[config.mk]
export PLATFORM = sky130hd
export DESIGN_NAME = switch_port_rx
export DESIGN_NICKNAME = d
export VERILOG_FILES = /design/src/rtl/switch_port_rx.sv
export SDC_FILE = /design/constraint.sdc
export NUM_CORES = 1
export LEC_CHECK = 0
export ABC_AREA = 1
export ABC_CLOCK_PERIOD_IN_PS = 4600
export BUFFER_PORTS_ARGS = -buffer_cell sky130_fd_sc_hd__buf_2
export CAP_MARGIN = 20
export CORE_MARGIN = 2
export CORE_UTILIZATION = 35
export DETAILED_ROUTE_END_ITERATION = 6
export PLACE_DENSITY = 0.53
export SYNTH_ARGS = -nofsm -noshare
export SYNTH_HDL_FRONTEND = slang
export SYNTH_SLANG_ARGS = --single-unit
[constraint.sdc]
create_clock -name clk -period 4.6 [get_ports clk]
set_input_delay 0.92 -clock clk [delete_from_list [all_inputs] [get_ports clk]]
set_output_delay 0.92 -clock clk [all_outputs]
set_load 0.005 [all_outputs]
[src/rtl/switch_port_rx.sv]
// switch_port_rx: receive side of one switch output port.
// Reserves FIFO space for a whole packet before granting it with a one-cycle
// proceed pulse, captures the burst, and replays it as a framed valid/ready
// byte stream. Optional macro SWITCH_PORT_RX_BYTE_COUNT_EN adds a running
// byte_count output.
module switch_port_rx #(
    parameter int FIFO_DEPTH = 64,
    parameter int DATA_W     = 8,
    parameter int LEN_W      = 5,
    parameter int CNT_W      = 16
) (
    input  logic              clk,
    input  logic              reset,
    input  logic [LEN_W-1:0]  newdata_len,
    input  logic [DATA_W-1:0] data_out,
    output logic              proceed,
    output logic [DATA_W-1:0] rx_data,
    output logic              rx_last,
    output logic              rx_valid,
    input  logic              rx_ready,
    output logic              busy,
    output logic [CNT_W-1:0]  pkt_count
`ifdef SWITCH_PORT_RX_BYTE_COUNT_EN
    ,
    output logic [CNT_W-1:0]  byte_count
`endif
);
    localparam int AW    = $clog2(FIFO_DEPTH);
    localparam int CMP_W = (LEN_W > AW + 1) ? LEN_W : AW + 1;

    typedef enum logic [1:0] {S_IDLE, S_GRANT, S_RECV, S_GAP} state_t;

    state_t            state_q, state_d;
    logic [LEN_W-1:0]  len_q, len_d;
    logic [LEN_W-1:0]  rem_q, rem_d;
    logic              proceed_q;
    logic [AW-1:0]     wr_ptr_q, rd_ptr_q;
    logic [AW:0]       count_q, count_d;
    logic [AW:0]       free;
    logic [CNT_W-1:0]  pkt_count_q;
    logic [DATA_W:0]   mem [FIFO_DEPTH];
    logic              push, push_last, pop;

    // Space check uses the occupancy before this cycle's pop, so a grant
    // never relies on a byte leaving in the same cycle.
    assign free     = (AW + 1)'(FIFO_DEPTH) - count_q;
    assign rx_valid = (count_q != '0);
    assign pop      = rx_valid && rx_ready;
    assign rx_data  = rx_valid ? mem[rd_ptr_q][DATA_W-1:0] : '0;
    assign rx_last  = rx_valid & mem[rd_ptr_q][DATA_W];
    assign proceed  = proceed_q;
    assign busy     = (state_q != S_IDLE);
    assign pkt_count = pkt_count_q;

    // Grant/receive sequencing and FIFO write request.
    always_comb begin
        state_d   = state_q;
        len_d     = len_q;
        rem_d     = rem_q;
        push      = 1'b0;
        push_last = 1'b0;
        case (state_q)
            S_IDLE: begin
                if (newdata_len != '0 && CMP_W'(free) >= CMP_W'(newdata_len)) begin
                    len_d   = newdata_len;
                    state_d = S_GRANT;
                end
            end
            S_GRANT: begin
                rem_d   = len_q;
                state_d = S_RECV;
            end
            S_RECV: begin
                push      = 1'b1;
                push_last = (rem_q == LEN_W'(1));
                rem_d     = rem_q - LEN_W'(1);
                if (push_last) state_d = S_GAP;
            end
            S_GAP:   state_d = S_IDLE;
            default: state_d = S_IDLE;
        endcase
    end

    // FIFO occupancy: simultaneous push and pop leave the count unchanged.
    always_comb begin
        count_d = count_q;
        case ({push, pop})
            2'b10:   count_d = count_q + (AW + 1)'(1);
            2'b01:   count_d = count_q - (AW + 1)'(1);
            default: count_d = count_q;
        endcase
    end

    // Control state, pointers and packet counter.
    always_ff @(posedge clk or posedge reset) begin
        if (reset) begin
            state_q     <= S_IDLE;
            len_q       <= '0;
            rem_q       <= '0;
            proceed_q   <= 1'b0;
            wr_ptr_q    <= '0;
            rd_ptr_q    <= '0;
            count_q     <= '0;
            pkt_count_q <= '0;
        end else begin
            state_q   <= state_d;
            len_q     <= len_d;
            rem_q     <= rem_d;
            proceed_q <= (state_d == S_GRANT);
            count_q   <= count_d;
            if (push) wr_ptr_q <= wr_ptr_q + AW'(1);
            if (pop)  rd_ptr_q <= rd_ptr_q + AW'(1);
            if (push && push_last) pkt_count_q <= pkt_count_q + CNT_W'(1);
        end
    end

    // Storage holds {last, byte}; contents need no reset since count gates reads.
    always_ff @(posedge clk) begin
        if (push) mem[wr_ptr_q] <= {push_last, data_out};
    end

`ifdef SWITCH_PORT_RX_BYTE_COUNT_EN
    logic [CNT_W-1:0] byte_count_q;
    assign byte_count = byte_count_q;

    // Running count of every byte captured from the switch.
    always_ff @(posedge clk or posedge reset) begin
        if (reset)     byte_count_q <= '0;
        else if (push) byte_count_q <= byte_count_q + CNT_W'(1);
    end
`endif

endmodule

==> out/qor.csv <==
metric,value,unit
fin_ws,246.4,ps
status,"finished, final reports clean",
dr.pass1.iters,5,
rsz0062_at_grt,no,
ys_types,34,
postCtsResizedCells,0,
cap_viol_max_count,0,
fin_util,40.24,%
synth_top_family_by_area,simple AND/OR/NAND/NOR gates,
ir_drop,0.0004200,V
viasPerCell,4.928,
avgSynthCellArea,10.50,sq um
clkTransAtPathRegs,60,ps
ys.flop_type,edfxtp_1,
post_cts_buffers,0,
critPathMaxStageDelay,780,ps
relSlewSlack,25.73,%
clock_latency,610,ps
synth_compound_area_share,2.766,%
crit_path_cell_trace,"buf_4, nand2_1, nand3_1, nand2_1, a21oi_1, nor2_1, nand2_1, nand3_1, a21oi_1, buf_2",
hold_violations,0,
synth_xor_xnor_area_share,0.9422,%
drive_gt1_share,7.958,%
clock_sinks,624,
clk_path_buf_depth,3,
synth_top_area_share,64.16,%
route.detailed.drc,0,
vias,18205,
final_common_cell,nand2_1,
die_x,281.5,um
pre_cts_ws,960.2,ps
synthTopCellsByArea,"edfxtp_1, nand2_1, nand3_1, dfrtp_1, inv_1",
worst_slew_pin_slew,1110,ps
endpoint_kind,primary output,
maxSlewViolCount,0,
core,0.07608,sq mm
worstReg2RegStart,state_q[0]$_DFF_PP0_,
grt_max_degree,147,
overflow,0,
timing.fmax,229.7,MHz
cp-startpoint,rd_ptr_q[0]$_DFFE_PP0P_,
powerDensity,610.4,mW/mm^2
grt_pass1_wl,110.8,mm
nets,2646,
initial_core_util,35.43,%
seq_area,0.01851,sq mm
wire_per_inst,19.64,um
synth_nets,2605,
die_h,281.5,um
grt.total_usage,18.50,%
min_period,4354,ps
synth_top_area_cell,edfxtp_1,
async_flop_share,7.692,%
worst_ep_arrival_time,3430,ps
fin_crit_sh,94.64,%
synthCells,2568,
crit_type,reg2out,
dp_hpwl,43.68,mm
drtIter0Drc,1627,
start_kind,flop,
crit_path_max_fanout,94,
tns,0,ps
die_area,0.07926,sq mm
grt_pass1_vias,18085,
multiInputGateArea,0.006873,sq mm
cts_tree,yes,
skew,22.65,ps
drtAntennaViolNets,0,
ys_seq_area_share,68.62,%
synth_edf_count,576,
hp-class,in2async,
n_fill_cell,7438,
rows,101,
mostFrequentLayoutCells,"nand2_1, edfxtp_1, nand3_1, inv_1, nor2_1",
synth-simple-area-share,20.78,%
yosys_warnings,0,
ys_ff_latch,624,
port_buffers,43,
area_growth,13.55,%
final_area,0.03061,sq mm
place.gp.congestion,0.8738,
required,3680,ps
htreeDepth,3,
syn_area,0.02696,sq mm
setup_viol,0,
cp_slowest_cell,buf_4,
drt_wl_total,72.55,mm
critical_path.most_common_cell,nand2_1,
place_area,0.02833,sq mm
hold_buffers,0,
io_pins,44,
synth_mux_area_share,0,%
antenna_found_initial,1,
numCtsBuffers,69,
cts-root-buf,clkbuf_16,
leakagePower,12.11,nW
n_antenna_cell,0,
synthAdderAreaFrac,1.003,%
total_power,18.68,mW
[logic make-up after synthesis]
kind of cell	count (synthesis)
and+or+nand+nor	1357
adders and majority gates	21
AOI/OAI and AO/OA	147
xor gates and xnor gates	29
buffers and inverters	390
DFF	624
[cells in the mapped netlist, drive strengths merged, types with 3 or more instances]
cell type,number
xor2,22
buf,89
clkinv,3
inv,266
clkbuf,32
nand2,739
xnor2,7
ha,20
edfxtp,576
nor2,255
nor3,10
nand3,335
nand4,3
dfrtp,48
and3,9
o21ai,96
a21oi,46
[path summary, 6_finish.rpt]
| check | to | slack, ps | cells past startpoint |
|---|---|---|---|
| max | rx_data[5] | 250 | 10 |
| min | state_q[0]$_DFF_PP0_ | 430 | 2 |
| max reg2reg | mem[48][3]$_DFFE_PP_ | 1310 | 7 |
| min reg2reg | pkt_count[15]$_DFFE_PP0P_ | 460 | 1 |
| max in group asynchronous | rd_ptr_q[0]$_DFFE_PP0P_ | 3370 | 3 |
| min in group clk | pkt_count[15]$_DFFE_PP0P_ | 460 | 1 |
[critical path: cells and delay by family (launching register included)]
family	cells	cell delay, ps
and+or+nand+nor	6	590
buffers and inverters	2	990
AOI/OAI and AO/OA	2	710
DFF	1	470
[through the flow]
stage / hold WS (ps) / instances
after floorplan: 447.8 / 2568
after global placement: 457.6 / 3567
after detailed placement: 459.0 / 3567
after CTS: 408.3 / 3693
after global routing: 449.5 / 3694
final: 426.8 / 3694
[routing by layer]
layer	wire [um]	vias to the layer above	track usage [%]
met5	0	-	0
met4	1809	0	5.387
met3	4584	120	3.629
met2	33820	551	29.82
met1	32330	8924	25.40
li1	-	8610	-
[where the power goes]
group / leakage [nW] / switching (mW) / internal, mW
clock: 1.12 / 2.29 / 3.26
sequential: 5.80 / 0.292 / 6.50
combinational: 5.20 / 4.48 / 1.85
[flip-flops by register name, summed over array words and instances (netlist names)]
name / cells
mem: 576
pkt_count: 16
count_q: 7
rd_ptr_q: 6
wr_ptr_q: 6
len_q: 5
rem_q: 5
state_q: 2
proceed: 1
[cell type report]
type | instances | share of cell area [%]
inverter | 269 | 3.331
clock inverter | 40 | 1.251
sequential | 624 | 60.46
clock buffer | 86 | 6.160
timing repair buffer | 91 | 2.138
tap | 1030 | 4.210
multi-input combinational | 1554 | 22.45
Power figures use the tool's default switching activity.
